## src/rtl/alu_seq.sv

```systemverilog
// alu_seq: registered, handshaked ALU with N/Z/V flags and an iterative
// shift-add multiply.
//
// Ports:
//   clk, reset_n          clock, asynchronous active-low reset
//   in_valid / in_ready   request handshake; op, ain, bin captured on accept
//   op                    000 ADD, 001 SUB, 010 AND, 011 MVN, 100 OR,
//                         101 XOR, 110 LSL, 111 MUL
//   out_valid / out_ready result handshake
//   out, z, n, v          registered result and flags
//   busy                  multiply in progress
module alu_seq #(
    parameter int WIDTH  = 16,
    parameter bit MUL_EN = 1'b1
) (
    input  logic             clk,
    input  logic             reset_n,
    input  logic             in_valid,
    output logic             in_ready,
    input  logic [2:0]       op,
    input  logic [WIDTH-1:0] ain,
    input  logic [WIDTH-1:0] bin,
    output logic             out_valid,
    input  logic             out_ready,
    output logic [WIDTH-1:0] out,
    output logic             z,
    output logic             n,
    output logic             v,
    output logic             busy
);
    localparam int SH = $clog2(WIDTH);

    typedef enum logic {IDLE, MUL} state_t;

    state_t             state, state_nx;
    logic [2*WIDTH-1:0] acc, acc_nx, mcand;
    logic [WIDTH-1:0]   mplier;
    logic [SH-1:0]      cnt;
    logic [WIDTH-1:0]   res, ld_res;
    logic               res_v, ld_v, load, accept, mul_start;

    // A new request may enter only when idle and the output slot is free
    // (or being drained on this very edge).
    assign in_ready  = (state == IDLE) && (!out_valid || out_ready);
    assign accept    = in_valid && in_ready;
    assign mul_start = accept && MUL_EN && (op == 3'b111);
    assign busy      = (state == MUL);

    // Single-cycle result straight from the request operands.
    always_comb begin
        res   = '0;
        res_v = 1'b0;
        case (op)
            3'b000: begin
                res   = ain + bin;
                res_v = (ain[WIDTH-1] == bin[WIDTH-1]) && (res[WIDTH-1] != ain[WIDTH-1]);
            end
            3'b001: begin
                res   = ain + ~bin + WIDTH'(1);
                res_v = (ain[WIDTH-1] != bin[WIDTH-1]) && (res[WIDTH-1] != ain[WIDTH-1]);
            end
            3'b010: res = ain & bin;
            3'b011: res = ~bin;
            3'b100: res = ain | bin;
            3'b101: res = ain ^ bin;
            3'b110: res = ain << bin[SH-1:0];
            default: begin
                // Without the multiplier op 111 is flagged as an overflow.
                res   = '0;
                res_v = 1'b1;
            end
        endcase
    end

    // One shift-add step: add the shifted multiplicand when the current
    // multiplier LSB is set.
    assign acc_nx = acc + (mplier[0] ? mcand : '0);

    always_comb begin
        state_nx = state;
        load     = 1'b0;
        ld_res   = res;
        ld_v     = res_v;
        case (state)
            IDLE: begin
                if (mul_start)   state_nx = MUL;
                else if (accept) load     = 1'b1;
            end
            MUL: begin
                if (cnt == SH'(WIDTH-1)) begin
                    state_nx = IDLE;
                    load     = 1'b1;
                    ld_res   = acc_nx[WIDTH-1:0];
                    ld_v     = |acc_nx[2*WIDTH-1:WIDTH];
                end
            end
            default: state_nx = IDLE;
        endcase
    end

    always_ff @(posedge clk or negedge reset_n) begin
        if (!reset_n) state <= IDLE;
        else          state <= state_nx;
    end

    always_ff @(posedge clk or negedge reset_n) begin
        if (!reset_n) begin
            out       <= '0;
            z         <= 1'b0;
            n         <= 1'b0;
            v         <= 1'b0;
            out_valid <= 1'b0;
            acc       <= '0;
            mcand     <= '0;
            mplier    <= '0;
            cnt       <= '0;
        end else begin
            if (load) begin
                out       <= ld_res;
                z         <= (ld_res == '0);
                n         <= ld_res[WIDTH-1];
                v         <= ld_v;
                out_valid <= 1'b1;
            end else if (out_ready) begin
                out_valid <= 1'b0;
            end

            if (mul_start) begin
                acc    <= '0;
                mcand  <= {{WIDTH{1'b0}}, ain};
                mplier <= bin;
                cnt    <= '0;
            end else if (state == MUL) begin
                acc    <= acc_nx;
                mcand  <= mcand << 1;
                mplier <= mplier >> 1;
                cnt    <= cnt + SH'(1);
            end
        end
    end
endmodule

```

## config.mk

```make
export PLATFORM = sky130hd
export DESIGN_NAME = alu_seq
export DESIGN_NICKNAME = d
export VERILOG_FILES = /design/src/rtl/alu_seq.sv
export SDC_FILE = /design/constraint.sdc
export NUM_CORES = 1
export LEC_CHECK = 0
export BUFFER_PORTS_ARGS = -buffer_cell sky130_fd_sc_hd__buf_2
export CORE_MARGIN = 2
export CORE_UTILIZATION = 57
export DETAILED_ROUTE_END_ITERATION = 8
export GPL_TIMING_DRIVEN = 0
export PLACE_DENSITY = 0.79
export SLEW_MARGIN = 20
export SYNTH_ARGS = -nofsm -noshare
export SYNTH_HDL_FRONTEND = slang
export SYNTH_SLANG_ARGS = --single-unit
```

## constraint.sdc

```tcl
create_clock -name clk -period 3.2 [get_ports clk]
set_input_delay 0.16 -clock clk [delete_from_list [all_inputs] [get_ports clk]]
set_output_delay 0.16 -clock clk [all_outputs]
set_load 0.05 [all_outputs]
```

==> out/metrics.cfg <==
[cells_and_area]
final_core_utilization_pct=65.8
final-seq-area_um2=2600
stdcell_count=1509
nets=1409
num_antenna_cells=0
area_delta_synth_final_pct=14.2
drive_above_1_share_pct=13.3
multiInputGateArea_um2=6660
fillers=1402

[global_routing]
grt_usage_pct=36.3
grt_max_degree=63
antenna_found_initial=2
overflow=0
grt_first_pass_wirelength_um=50300
grt_pass1_vias=9378

[clocking]
path_clk_slew_ns=0.07
root_buffer=clkbuf_16
clock_latency_ns=0.36
numCtsBuffers=9
clockBufferDepth=2
htreeDepth=3
clkSinkCount=104
cts_tree=done

[synth]
synth-seq-cells=104
ys_seq_area_share_pct=27.5
synthFlopType=dfrtp_1
netlist-cell-type-count=81
syn_nets=1325
netlist_area_um2=9450
syn-instance-count=1200
async_reset_ff_share_pct=100
synth_edf_count=0
yosys_warnings=0
syn_avg_cell_area_um2=7.88

[outcome]
violations=setup timing
status=finished with violations

[routing]
routed_via_density=6.45
route.detailed.drc=0
wire_per_inst_um=21.3
drt_wl_total_um=32100
num_vias=9731
first_pass_iters=6
postRouteAntennaNets=0
dr.first_iter.drc_count=1151

[die]
die_width_um=133
ios=61
die_height_um=133
fp.coreArea_um2=16400
row_count=47
die_area_um2=17600
start_util_pct=57.6

[pwr]
vdd_drop_max_mv=0.465
powerDensity_nw_per_um2=655
p_leak_nw=5.01

[critical_path]
worstSetupEndpointType=register
crit_arrival_ns=3.95
worst_r2r_startpoint=mplier[0]$_DFFE_PN0P_
r2r_cells=15
crit_chain=clkbuf_8 > and2_4 > ha_4 > inv_2 > fa_2 > nand2b_4 > a211o_4 > a211oi_4 > buf_4 > nor2_2 > xnor2_2 > a221o_1 > a2111oi_4 > nand4b_1 > o31ai_1
crit_buf_inv=3
crit_slowest_cell=dfrtp_1
crit_path_max_fanout=6
slowest_delay_ns=0.39
path_class=register to register
required_ns=3.46
regToRegSetupSlack_ns=-0.49
start_kind=register
crit_family=compound AO/OA/AOI/OAI gates
r2r-end=z$_DFFE_PN0P_

[timing]
fmax_ghz=0.271
worstMarginPinSlew_ns=0.789
fin_worst_skew_ns=0.0158
period_minus_slack_ns=3.69
worst_slack_ns=-0.492
min_period_over_period_pct=115
final-max-slew-violation-count=0
setup_viol_count_final=4
grt_setup_unrepaired=yes
finalHoldViolations=0
worst_slew_margin_rel_pct=47.0

[hold_path]
whs_path_depth=3
hold_path_class=primary input to register
hold_start=bin[12]
holdPathEnd=mplier[12]$_DFFE_PN0P_

[placement]
dp_cells=1480
gp_congestion=1.02
port_buffers=59
hpwl_um=24800

[run]
cap_viol_max_count=0

## where the power goes
group / total (W) / internal (W) / leakage (nW) / switching (W)
Combinational: 0.00377 / 0.00126 / 3.51 / 0.00251
Sequential: 0.00222 / 0.00183 / 1.35 / 0.000387
Clock: 0.00108 / 0.000560 / 0.146 / 0.000521
## layout by cell type (no fill, tap or decap), types with 17 or more instances in the layout
cell      instances
a21o_1           19
a21oi_1          79
a22oi_1          35
and2_1           30
buf_2            62
buf_4            17
clkbuf_1         54
dfrtp_1         104
ha_1             75
inv_1            49
mux2i_1          30
nand2_1         191
nand3_1          22
nor2_1          113
o21ai_0          70
xnor2_1          26
## Yosys cell counts, types with 28 or more instances
cell type  count  area share [%]
nor2_1       116             4.6
dfrtp_1      104              28
inv_1         51             2.0
a21oi_1       84             4.4
mux2i_1       30             3.2
nand2_1      192             7.6
and2_1        32             2.1
ha_1          83              11
xnor2_1       28             2.6
clkbuf_1      59             2.3
o21ai_0       73             3.9
a22oi_1       35             2.8
## layer usage
metal / routed length, um / GRT usage, %
met5: 0 / 0
met4: 1540 / 16.4
met3: 2870 / 5.71
met2: 14400 / 57.4
met1: 13300 / 49.2
## worst min-delay path: cells and delay by family
kind                   cells  cell delay, ns
AOI/OAI and AO/OA          1            0.06
buffers and inverters      1            0.11
and+or+nand+nor            1            0.06
## stage by stage
step	power, W	hold WS (ns)	setup slack (ns)	TNS (ns)	cell area [um2]
3_5_place_dp	0.00569	0.110	-0.801	-4.98	10100
3_3_place_gp	0.00559	0.443	-0.812	-4.71	10000
5_1_grt	0.00749	0.0894	-0.607	-1.53	10800
6_report	0.00707	0.0686	-0.492	-1.12	10800
2_1_floorplan	0.00466	-0.136	-0.150	-0.150	9480
4_1_cts	0.00690	0.0645	-0.428	-0.709	10600
## state kept, by name, summed over array words and instances, names as in the netlist
register,count
z,1
cnt,4
busy,1
out_valid,1
v,1
acc,32
out,16
mplier,16
mcand,32
## how the worst max path moves through the flow
stage          depth (start not counted)             to             startpoint
6_report                              15  z$_DFFE_PN0P_  mplier[0]$_DFFE_PN0P_
4_1_cts                               15  v$_DFFE_PN0P_  mplier[0]$_DFFE_PN0P_
2_1_floorplan                         15  v$_DFFE_PN0P_  mplier[0]$_DFFE_PN0P_
3_3_place_gp                          15  z$_DFFE_PN0P_                 bin[2]
3_5_place_dp                          15  z$_DFFE_PN0P_                 bin[2]
5_1_grt                               15  v$_DFFE_PN0P_  mplier[0]$_DFFE_PN0P_
## kinds of logic after synthesis
| group | count (synthesis) | synth area share, % |
|---|---|---|
| AO/OA/AOI/OAI | 355 | 25.1 |
| adder cells (fa/ha/maj) | 86 | 11.6 |
| AND/OR/NAND/NOR | 443 | 21.1 |
| flip-flops | 104 | 27.5 |
| multiplexers | 41 | 5.20 |
| XOR/XNOR | 45 | 4.17 |
| buffers and inverters | 126 | 5.24 |
## area by class of cell
type                    instances  area share (%)
multi-input cells             970            61.7
repair buffers                 77            4.26
well taps                     220            2.55
clock inverters                 6           0.487
clock buffers                  10            2.21
flip-flops and latches        104            24.1
plain buffers                  69            2.82
inverters                      53            1.88
## timing repair
item,4_1_cts,5_1_grt
setup endpoints to repair,11,14
gates resized for setup,36,24
buffers inserted,11,5
pin swaps,21,17
cloned,0,0
hold endpoints to repair,42,0
hold buffers,1,0
Power figures use the tool's default switching activity.
